<file path="src/rtl/prio_enc_pkg.sv">
// Shared types and helpers for the round-robin priority encoder.
// Mode codes, FSM state encoding and one-hot to binary conversion.
package prio_enc_pkg;

  localparam logic MODE_FIXED = 1'b0;
  localparam logic MODE_RR    = 1'b1;
  localparam int   MAXN       = 256;

  typedef enum logic {
    IDLE  = 1'b0,
    GRANT = 1'b1
  } state_t;

  // OR of set positions; exact for one-hot or zero input
  function automatic logic [7:0] onehot_to_idx(
    input logic [MAXN-1:0] oh
  );
    logic [7:0] idx;
    idx = '0;
    for (int i = 0; i < MAXN; i++) begin
      if (oh[i]) idx = idx | 8'(i);
    end
    return idx;
  endfunction

endpackage

</file>
<file path="src/rtl/prio_pick.sv">
// Combinational first-set-bit search from a start pointer.
// Search wraps N-1 -> 0; start is ignored unless rr_en is set.
module prio_pick
  import prio_enc_pkg::*;
#(
  parameter int N    = 8,
  parameter int IDXW = $clog2(N)
) (
  input  logic [N-1:0]    vec,
  input  logic [IDXW-1:0] start,
  input  logic            rr_en,
  output logic            found,
  output logic [IDXW-1:0] idx,
  output logic [N-1:0]    onehot
);

  always_comb begin
    int base;
    int jj;
    logic [IDXW-1:0] j;
    found  = 1'b0;
    onehot = '0;
    jj     = 0;
    j      = '0;
    base   = rr_en ? int'(start) : 0;
    for (int k = 0; k < N; k++) begin
      jj = base + k;
      if (jj >= N) jj = jj - N;
      j = IDXW'(jj);
      if (!found && vec[j]) begin
        found     = 1'b1;
        onehot[j] = 1'b1;
      end
    end
    idx = IDXW'(onehot_to_idx(MAXN'(onehot)));
  end

endmodule

</file>
<file path="src/rtl/prio_encoder_rr.sv">
// Registered N-input priority arbiter, fixed or round-robin.
// Grant is held until accepted; back-to-back grants on handshake.
module prio_encoder_rr
  import prio_enc_pkg::*;
#(
  parameter  int N    = 8,
  localparam int IDXW = $clog2(N)
) (
  input  logic            clk,
  input  logic            rst_n,
  input  logic [N-1:0]    req,
  input  logic            mode,
  input  logic            grant_ready,
  output logic            grant_valid,
  output logic [IDXW-1:0] grant_idx,
  output logic [N-1:0]    grant_onehot,
  output logic [N-1:0]    ack,
  output logic [IDXW-1:0] rr_ptr
);

  state_t          state;
  logic            hs;
  logic            found;
  logic [IDXW-1:0] pidx;
  logic [N-1:0]    poh;
  logic [N-1:0]    pvec;
  logic [IDXW-1:0] nxt_ptr;

  assign hs   = grant_valid & grant_ready;
  assign ack  = grant_onehot & {N{hs}};
  // just-served source is masked so it cannot win twice in a row
  assign pvec = (state == GRANT) ? (req & ~grant_onehot) : req;
  assign nxt_ptr = (grant_idx == IDXW'(N - 1)) ? '0
                 : grant_idx + IDXW'(1);

  prio_pick #(
    .N    (N),
    .IDXW (IDXW)
  ) u_pick (
    .vec    (pvec),
    .start  (rr_ptr),
    .rr_en  (mode == MODE_RR),
    .found  (found),
    .idx    (pidx),
    .onehot (poh)
  );

  always_ff @(posedge clk or negedge rst_n) begin
    if (!rst_n) begin
      state        <= IDLE;
      grant_valid  <= 1'b0;
      grant_idx    <= '0;
      grant_onehot <= '0;
      rr_ptr       <= '0;
    end else begin
      unique case (state)
        IDLE: begin
          if (found) begin
            state        <= GRANT;
            grant_valid  <= 1'b1;
            grant_idx    <= pidx;
            grant_onehot <= poh;
          end
        end
        GRANT: begin
          if (hs) begin
            if (mode == MODE_RR) rr_ptr <= nxt_ptr;
            if (found) begin
              grant_idx    <= pidx;
              grant_onehot <= poh;
            end else begin
              state        <= IDLE;
              grant_valid  <= 1'b0;
              grant_onehot <= '0;
            end
          end
        end
        default: state <= IDLE;
      endcase
    end
  end

endmodule

</file>
<file path="config.mk">
export PLATFORM = sky130hd
export DESIGN_NAME = prio_encoder_rr
export DESIGN_NICKNAME = d
export VERILOG_FILES = /design/src/rtl/prio_enc_pkg.sv /design/src/rtl/prio_pick.sv /design/src/rtl/prio_encoder_rr.sv
export SDC_FILE = /design/constraint.sdc
export NUM_CORES = 1
export LEC_CHECK = 0
export CAP_MARGIN = 20
export CORE_ASPECT_RATIO = 0.8
export CORE_MARGIN = 2
export CORE_UTILIZATION = 30
export CTS_BUF_LIST = sky130_fd_sc_hd__clkbuf_8
export DETAILED_ROUTE_END_ITERATION = 16
export GPL_TIMING_DRIVEN = 0
export MAX_ROUTING_LAYER = met4
export PLACE_DENSITY = 0.53
export SLEW_MARGIN = 20
export SYNTH_ARGS = -nofsm -noshare
export SYNTH_HDL_FRONTEND = slang
export SYNTH_SLANG_ARGS = --single-unit
</file>
<file path="constraint.sdc">
create_clock -name clk -period 4.98 [get_ports clk]
set_input_delay 0.996 -clock clk [delete_from_list [all_inputs] [get_ports clk]]
set_output_delay 0.996 -clock clk [all_outputs]
set_load 0.005 [all_outputs]
</file>
==> impl_metrics.toml <==
[run_status]
status = "finished, final reports clean"

[die]
die_x_um = 97.1
chipHeight_um = 78.5
die_area_sq_mm = 0.00762
start_util_pct = 30.6
core_sq_mm = 0.00679
boundaryPins = 35
rows = 27

[cts]
clockBufferDepth = 2
clkSlewWorstSetupHoldPaths_ps = 70
ctsHoldBuffers = 0
cts_tree = "yes"
cts_buffers = 3
clk_latency_ps = 250
htree_levels = 1
cts_sinks = 16
clockRootBuffer = "clkbuf_8"

[setup_path]
r2r_cells = 16
endpoint = "grant_idx[0]"
cp.required_ps = 5120
worstPathMaxFanout = 10
timing.rr.start = "rr_ptr[0]"
criticalPathCategory = "primary input to flop"
start_kind = "primary input"
r2r_slack_ps = 810
regToRegEndpoint = "grant_idx[0]"
crit_path_end_kind = "flop"
startpoint = "mode"
arrival_ps = 4790

[timing]
worst_pin_slew_ps = 766
period_minus_slack_ps = 4650
max_freq_ghz = 0.215
finalCritPeriodShare_pct = 93.3
finalClockSkew_ps = 2.69
rsz0062_at_grt = "false"
relSlewSlack_pct = 48.8
hold_violations = 0
setup-tns-final_ps = 0
finalMaxSlewViolations = 0
setup_violations = 0
hold_slack_ps = 548

[global_route]
met3_usage_pct = 3.56
grt_overflow_total = 0
gr-usage-met2_pct = 27.2
grt_pass1_vias = 2134
grt_pass1_wl_mm = 11.9
track_usage_pct = 20.0
grt_max_degree = 17
busiest_layer = "met1"
antenna_found_initial = 0
groute.layer.met1.usage_pct = 29.9

[run]
maxCapViolCount = 0

[synth]
syn_area_per_cell_sq_um = 8.10
syn_area_sq_mm = 0.00208
synth_seq_cells = 16
synthCells = 257
ys_types = 69
synth.yosys.seq_area_share_pct = 19.2
synthArstFlopShare_pct = 100
ys_warn_count = 0
yosys_most_used_dff = "dfrtp_1"
synth_fp_nets = 277
synth_edf_count = 0

[power_and_ir_drop]
switching_share_pct = 52.3
p_int_mw = 0.862
p_switching_mw = 0.945
pwr-share-seq_pct = 13.5
irDropWorstVdd_uv = 236
power_density_mw_per_mm2 = 648
comb_power_share_pct = 79.9
clockPowerShare_pct = 6.6
power.total_mw = 1.81
p_leak_nw = 1.11

[placed_design]
place_congestion = 0.995
dp_hpwl_mm = 5.81
port_buffers = 34
place_area_sq_mm = 0.00253

[drt]
initialDrtViolationCount = 247
num_vias = 2423
via_per_inst = 6.18
drc = 0
finalWirelength_mm = 7.58
firstDrtPassIters = 5
drtAntennaViolNets = 0
wl_per_cell_um = 19.3

[final_layout]
design_area_sq_mm = 0.00279
num_antenna_cells = 0
final_cell_mix = "nand2_1, clkdlybuf4s50_1, and3_1"
fillers = 670
syn_to_final_growth_pct = 34.1
postLayoutCoreUtil_pct = 41.1
nets = 326
drive_gt1_share_pct = 23.6
final_common_cell = "nand2_1"

[worst_hold_path]
min-delay-start = "grant_idx[2]"
hold_class = "flop to flop"
-- cell families (layout without fill, tap and decap cells) --
kind of cell | count (synthesis) | count (layout) | synth area share, %
XOR/XNOR | 3 | 3 | 1.62
buffers and inverters | 20 | 68 | 5.35
flip-flops | 16 | 16 | 19.2
adder cells (fa/ha/maj) | 8 | 8 | 4.81
AO/OA/AOI/OAI | 92 | 92 | 37.1
multiplexers | 4 | 4 | 2.16
AND/OR/NAND/NOR | 114 | 114 | 29.7
-- cell usage after synthesis (7+ instances only) --
cell type / instances / area [sq um]
nand2_1: 36 / 135
nor2_1: 14 / 52.6
a22o_1: 7 / 61.3
a22oi_1: 10 / 75.1
inv_1: 8 / 30.0
nand3_1: 12 / 60.1
dfrtp_1: 16 / 400
and3_1: 17 / 106
a21oi_1: 10 / 50.1
ha_1: 8 / 100
-- state kept, by name, summed over array words and instances (netlist names) --
signal,cells
grant_idx,3
grant_valid,1
state,1
rr_ptr,3
grant_onehot,8
-- metrics by stage --
step                setup slack [ps]  std cells
global route                     247        392
finish                           331        392
floorplan                        478        257
detailed placement             -1140        378
CTS                             13.3        389
global placement               -1380        378
-- worst min-delay path by stage --
stage | slack (ps) | depth (start not counted) | to
2_1_floorplan | 500 | 1 | rr_ptr[0]
3_3_place_gp | 540 | 1 | grant_idx[1]
3_5_place_dp | 540 | 1 | grant_idx[2]
4_1_cts | 550 | 1 | grant_idx[2]
5_1_grt | 580 | 1 | grant_idx[2]
6_report | 550 | 1 | grant_idx[2]
-- final cells by class --
class | count | area [sq um] | area share, %
plain buffers | 11 | 105 | 3.77
clock buffers | 4 | 55.1 | 1.97
inverters | 9 | 33.8 | 1.21
multi-input cells | 221 | 1670 | 59.8
flip-flops and latches | 16 | 400 | 14.3
well taps | 87 | 109 | 3.90
repair buffers | 44 | 418 | 15.0
-- power by group through the flow --
stage	registers [mW]	logic, mW	clock network, mW
3_3_place_gp	0.247	1.26	0
2_1_floorplan	0.238	0.840	0
4_1_cts	0.246	1.33	0.121
3_5_place_dp	0.249	1.24	0
6_report	0.245	1.44	0.119
5_1_grt	0.255	1.55	0.125
-- critical path, stage by stage --
cell and delay (ps):
dlymetal6s2s_1 150, buf_6 120, and2_4 150, clkbuf_8 180, inv_1 100, clkbuf_8 190, ha_1 320, a21boi_2 410
nand2_2 160, a41o_4 350, a22oi_2 170, buf_4 170, nor3_1 60, o31a_1 340, a2111oi_4 320, nand4_1 220
o32a_1 370
-- per-layer routing --
layer  vias up  part of all wire [%]
li1       1109                     -
met1      1135                    48
met2       151                    40
met3        28                   9.0
met4         0                   3.0
met5         -                     0
-- repair_timing --
action,in CTS,in global routing
setup buffers,7,3
pin swaps,6,6
endpoints found under the setup margin,13,11
gates resized for setup,14,15
No activity file was read; power rests on OpenSTA's default activity.
